===== src/rtl/serial_arith_pkg.sv =====
// Shared types and constants for the bit-serial add/subtract controller.
package serial_arith_pkg;

    typedef enum logic [1:0] {
        IDLE = 2'd0,
        RUN  = 2'd1,
        DONE = 2'd2
    } state_e;

    // Two's-complement subtract: a + ~b + 1.
    localparam logic SUB_CARRY_IN = 1'b1;

endpackage


===== src/rtl/full_adder_gate.sv =====
// Single 1-bit full-adder cell, time-shared by the serial controller.
module full_adder_gate (
    input  logic a,
    input  logic b,
    input  logic c,
    output logic sum,
    output logic cout
);

    assign sum  = a ^ b ^ c;
    assign cout = (a & b) | (c & (a ^ b));

endmodule


===== src/rtl/serial_add_ctrl.sv =====
// Bit-serial add/subtract controller: one full-adder cell, LSB first,
// one bit per clock, with a start/ready/done handshake.
//
// state | meaning
// IDLE  | ready for a new operation; start accepts operands
// RUN   | serial loop, one bit per cycle for WIDTH cycles
// DONE  | one-cycle done pulse; sum/cout/ovf valid
module serial_add_ctrl
    import serial_arith_pkg::*;
#(
    parameter  int WIDTH = 8,
    localparam int CNT_W = $clog2(WIDTH)
) (
    input  logic             clk,
    input  logic             rst_n,
    input  logic             start,
    input  logic             sub,
    input  logic [WIDTH-1:0] a,
    input  logic [WIDTH-1:0] b,
    input  logic             cin,
    output logic             ready,
    output logic             busy,
    output logic             done,
    output logic [WIDTH-1:0] sum,
    output logic             cout,
    output logic             ovf
);

    state_e             state_q, state_d;
    logic [CNT_W-1:0]   cnt_q, cnt_d;
    logic [WIDTH-1:0]   a_sh_q, a_sh_d;
    logic [WIDTH-1:0]   b_sh_q, b_sh_d;
    logic [WIDTH-1:0]   work_q, work_d;
    logic               carry_q, carry_d;
    logic [WIDTH-1:0]   sum_q, sum_d;
    logic               cout_q, cout_d;
    logic               msb_cin_q, msb_cin_d;

    logic               fa_sum;
    logic               fa_cout;
    logic               accept;
    logic               last_bit;

    full_adder_gate u_fa (
        .a    (a_sh_q[0]),
        .b    (b_sh_q[0]),
        .c    (carry_q),
        .sum  (fa_sum),
        .cout (fa_cout)
    );

    assign accept   = (state_q == IDLE) && start;
    assign last_bit = (state_q == RUN) && (cnt_q == CNT_W'(WIDTH - 1));

    always_ff @(posedge clk or negedge rst_n) begin
        if (!rst_n) begin
            state_q <= IDLE;
        end else begin
            state_q <= state_d;
        end
    end

    always_comb begin
        state_d = state_q;
        case (state_q)
            IDLE:    if (start) state_d = RUN;
            RUN:     if (last_bit) state_d = DONE;
            DONE:    state_d = IDLE;
            default: state_d = IDLE;
        endcase
    end

    always_comb begin
        ready = (state_q == IDLE);
        busy  = (state_q == RUN);
        done  = (state_q == DONE);
    end

    // Visible result registers load only on the last RUN bit, so the
    // outputs stay stable while the working register shifts.
    always_comb begin
        cnt_d     = cnt_q;
        a_sh_d    = a_sh_q;
        b_sh_d    = b_sh_q;
        work_d    = work_q;
        carry_d   = carry_q;
        sum_d     = sum_q;
        cout_d    = cout_q;
        msb_cin_d = msb_cin_q;
        if (accept) begin
            a_sh_d  = a;
            b_sh_d  = sub ? ~b : b;
            carry_d = sub ? SUB_CARRY_IN : cin;
            cnt_d   = '0;
        end else if (state_q == RUN) begin
            a_sh_d  = {1'b0, a_sh_q[WIDTH-1:1]};
            b_sh_d  = {1'b0, b_sh_q[WIDTH-1:1]};
            work_d  = {fa_sum, work_q[WIDTH-1:1]};
            carry_d = fa_cout;
            if (last_bit) begin
                sum_d     = {fa_sum, work_q[WIDTH-1:1]};
                cout_d    = fa_cout;
                msb_cin_d = carry_q;
                cnt_d     = '0;
            end else begin
                cnt_d = cnt_q + CNT_W'(1);
            end
        end
    end

    always_ff @(posedge clk or negedge rst_n) begin
        if (!rst_n) begin
            cnt_q     <= '0;
            a_sh_q    <= '0;
            b_sh_q    <= '0;
            work_q    <= '0;
            carry_q   <= 1'b0;
            sum_q     <= '0;
            cout_q    <= 1'b0;
            msb_cin_q <= 1'b0;
        end else begin
            cnt_q     <= cnt_d;
            a_sh_q    <= a_sh_d;
            b_sh_q    <= b_sh_d;
            work_q    <= work_d;
            carry_q   <= carry_d;
            sum_q     <= sum_d;
            cout_q    <= cout_d;
            msb_cin_q <= msb_cin_d;
        end
    end

    assign sum  = sum_q;
    assign cout = cout_q;
    assign ovf  = msb_cin_q ^ cout_q;

endmodule


===== config.mk =====
export PLATFORM = sky130hd
export DESIGN_NAME = serial_add_ctrl
export DESIGN_NICKNAME = d
export VERILOG_FILES = /design/src/rtl/serial_arith_pkg.sv /design/src/rtl/full_adder_gate.sv /design/src/rtl/serial_add_ctrl.sv
export SDC_FILE = /design/constraint.sdc
export NUM_CORES = 1
export LEC_CHECK = 0
export CELL_PAD_IN_SITES_DETAIL_PLACEMENT = 1
export CELL_PAD_IN_SITES_GLOBAL_PLACEMENT = 1
export CORE_ASPECT_RATIO = 1.1
export CORE_UTILIZATION = 25
export CTS_CLUSTER_SIZE = 20
export DETAILED_ROUTE_END_ITERATION = 10
export DONT_BUFFER_PORTS = 1
export PLACE_DENSITY_LB_ADDON = 0.25
export SYNTH_ARGS = -nofsm -noshare
export SYNTH_HDL_FRONTEND = slang
export SYNTH_SLANG_ARGS = --single-unit

===== constraint.sdc =====
create_clock -name clk -period 1.6 [get_ports clk]
set_clock_uncertainty 0.1 [all_clocks]
set_input_delay 0.32 -clock clk [delete_from_list [all_inputs] [get_ports clk]]
set_output_delay 0.32 -clock clk [all_outputs]
set_load 0.01 [all_outputs]

==> results.md <==
- Largest net degree at the start of global routing: 40
- Worst vdd ir: 0.752 mV
- Reg2reg end: sum[7]
- Arrival @ worst endpoint: 1140 ps
- Period minus WS final: 1560 ps
- Worst r2r src: cnt_q[0]
- Inserted Clock Buffers: 5
- Net Switching: 1.51 mW
- Antenna fix cells: 0
- CTS tree: done
- Hold Path Cell Cnt: 2
- Total gr overflow: 0
- Final setup TNS: 0 ps
- Syn Std Cell Area: 1790 um^2
- Worst hold start: a[7]
- Post-Place Cell Area: 1910 um^2
- IO Pins: 34
- Post-DRT Antenna Nets: 0
- Drc violations: 0
- Core Rows: 31
- Post-DP HPWL: 2.73 mm
- Worst-path cell chain: buf_4 > nor2b_2
- Synth warn: 0
- Area Overhead vs Synth: 19.5%
- Initial cell density of the core: 26.5%
- Clk_lat worst skew: 290 ps
- Pleak: 1.00 nW
- Sequential share of the synthesized area: 54.7%
- DR vias: 1,263
- P_int: 2.56 mW
- Final wirelength: 4.08 mm
- Slew @ Worst Pin: 413 ps
- Longest Clk Path Bufs: 2
- Die H: 90.6 um
- Crit. Startpoint: state_q[0]
- Min-delay worst type: input pin to register
- Layout cells sized above 1: 27.9%
- Worst r2r path cells: 5
- R2r setup slk: 50 ps
- Logic pwr share: 40.0%
- WHS Endpoint: a_sh_q[7]
- CP Max Fanout: 10
- Routed len/inst: 15.4 um
- Startpoint types: register
- Die W: 82.6 um
- Synth top area share: 54.7%
- Pwr Density: 1910 nW/um^2
- Fin. max-slew vios: 0
- Crit. End Element: primary output
- Initial DRC count: 19
- Max Cap Viol: 0
- Run status: completed
- Seq cells post-synth: 39
- RSZ-0062 raised after global routing: true
- Initial antenna violation count: 0
- Htree depth: 2
- Vias per inst: 4.77
- First-pass GRT wire length: 6.75 mm
- Sw frac: 37.1%
- Final Hold Viols: 0
- Reg clk slew, reported paths: 80 ps
- CP max stage cell: dfrtp_1
- Setup violations, final: 0
- Net count, final: 206
- CP Class: register to primary output
- CTS Root Buffer Type: clkbuf_8
- Seq pwr share: 43.6%
- Distinct cell type count of the synthesized netlist: 31
- Full die area: 7480 um^2
- Total iterations of the first detailed-routing run: 2
- Worst slew margin: 72.4%
- Clock share of power: 16.4%
- GRT Util Overall: 12.1%
- Core ar.: 6750 um^2
- Max stage delay on crit path: 470 ps
- Final GP Congestion: 0.738
- PortBufs: 0
- Synth area leaders: dfrtp_1, nand2_1, mux2_2
- Mapped Nets: 191
- Sink Count: 39
- Syn Area/Cell: 10.7 um^2
- Fin area: 2130 um^2
- Final period util: 97.6%
- Critical Path RT: 1180 ps
- Fillcell total: 772
- Yosys top cell by area: dfrtp_1
- Min Hold Slack: 40.9 ps
- Vias in the first global route: 1,373
- Peak Freq: 0.640 GHz
- Cells after Synth: 167
[cell usage in the layout, fill, tap and decap left out, types with 2 or more instances in the layout]
master / n
and3b_2: 2
buf_12: 2
nor2_1: 9
mux2_2: 10
a21oi_1: 2
buf_4: 12
nor2_2: 3
nand3_1: 2
buf_6: 2
a31oi_1: 7
xnor2_1: 4
nand3_2: 2
o21ai_0: 4
nand2_1: 44
clkinvlp_4: 2
dfrtp_1: 39
clkbuf_8: 5
a221o_1: 5
and3b_1: 2
xor2_1: 5
[timing repair]
item / in CTS / in global routing
gates resized for setup: 3 / 9
gates cloned: 1 / 0
buffers inserted: 2 / 3
pin swaps: 0 / 1
hold buffers: 2 / 0
setup endpoints to repair: 3 / 26
hold endpoints to repair: 39 / 0
[per-layer routing]
metal	vias up	GRT usage [%]	part of all wire [%]
met5	-	0	0
met4	0	6.03	2.2
met3	8	3.33	4.1
met2	33	18.6	48
met1	635	15.4	45
li1	587	-	-
[worst max-delay path, delay by kind of cell, from the launching register on]
kind,cells,cell delay (ps)
AND/OR/NAND/NOR,1,170
flip-flops,1,470
buffers and inverters,1,210
[power by group through the flow]
stage	registers, mW	logic (mW)	clock network, mW
final	1.78	1.63	0.668
after global routing	1.85	1.83	0.745
after CTS	1.78	1.57	0.709
after floorplan	1.70	1.04	0
after global placement	1.77	1.31	0
after detailed placement	1.80	1.38	0
[synth_stat cells, drive strengths merged]
cell	n
nand2	45
dfrtp	39
nor2	12
mux2	10
a31oi	7
buf	6
a221o	5
clkbuf	5
o21ai	5
xor2	5
and3b	4
nand3	4
xnor2	4
a21oi	2
ha	2
inv	2
nand2b	2
a2bb2oi	1
fa	1
nand3b	1
nor2b	1
nor3b	1
o21bai	1
o31ai	1
or3b	1
[how the worst max path moves through the flow]
stage	endpoint	slack [ps]	cells past startpoint
3_5_place_dp	sum[1]	7	5
2_1_floorplan	cout	40	5
3_3_place_gp	sum[1]	50	5
4_1_cts	sum[7]	-7	5
6_report	done	40	2
5_1_grt	done	-20	2
[flip-flops by register name, indices dropped and copies added (netlist names)]
name,count
a_sh_q,8
b_sh_q,8
sum,8
work_q,7
cnt_q,3
state_q,2
carry_q,1
cout,1
msb_cin_q,1
[cell type report]
class | count | area, um^2 | area share, %
multi-input cells | 115 | 746 | 35.0
flip-flops and latches | 39 | 976 | 45.7
well taps | 82 | 103 | 4.81
clock inverters | 3 | 20.0 | 0.938
inverters | 2 | 10.0 | 0.469
clock buffers | 5 | 68.8 | 3.23
repair buffers | 19 | 210 | 9.85
[per-stage QoR]
step | total power, mW | instances | setup WS (ps) | utilization (%)
6_report | 4.08 | 265 | 38.4 | 31.6
5_1_grt | 4.44 | 265 | -21.9 | 31.6
4_1_cts | 4.06 | 262 | -7.49 | 30.9
3_5_place_dp | 3.18 | 249 | 7.30 | 28.3
3_3_place_gp | 3.08 | 249 | 54.3 | 28.3
2_1_floorplan | 2.75 | 167 | 44.1 | -
[logic make-up (layout without fill, tap and decap cells)]
logic type      after synthesis  count (layout)  share of synthesized area (%)
buf+inv                      13              29                           4.56
simple gates                 71              71                           18.6
mux                          10              10                           6.31
flops                        39              39                           54.7
xor+xnor                      9               9                           4.41
compound gates               22              22                           8.97
fa+ha+maj                     3               3                           2.52
Note: power is estimated with default switching activity, not from simulation.
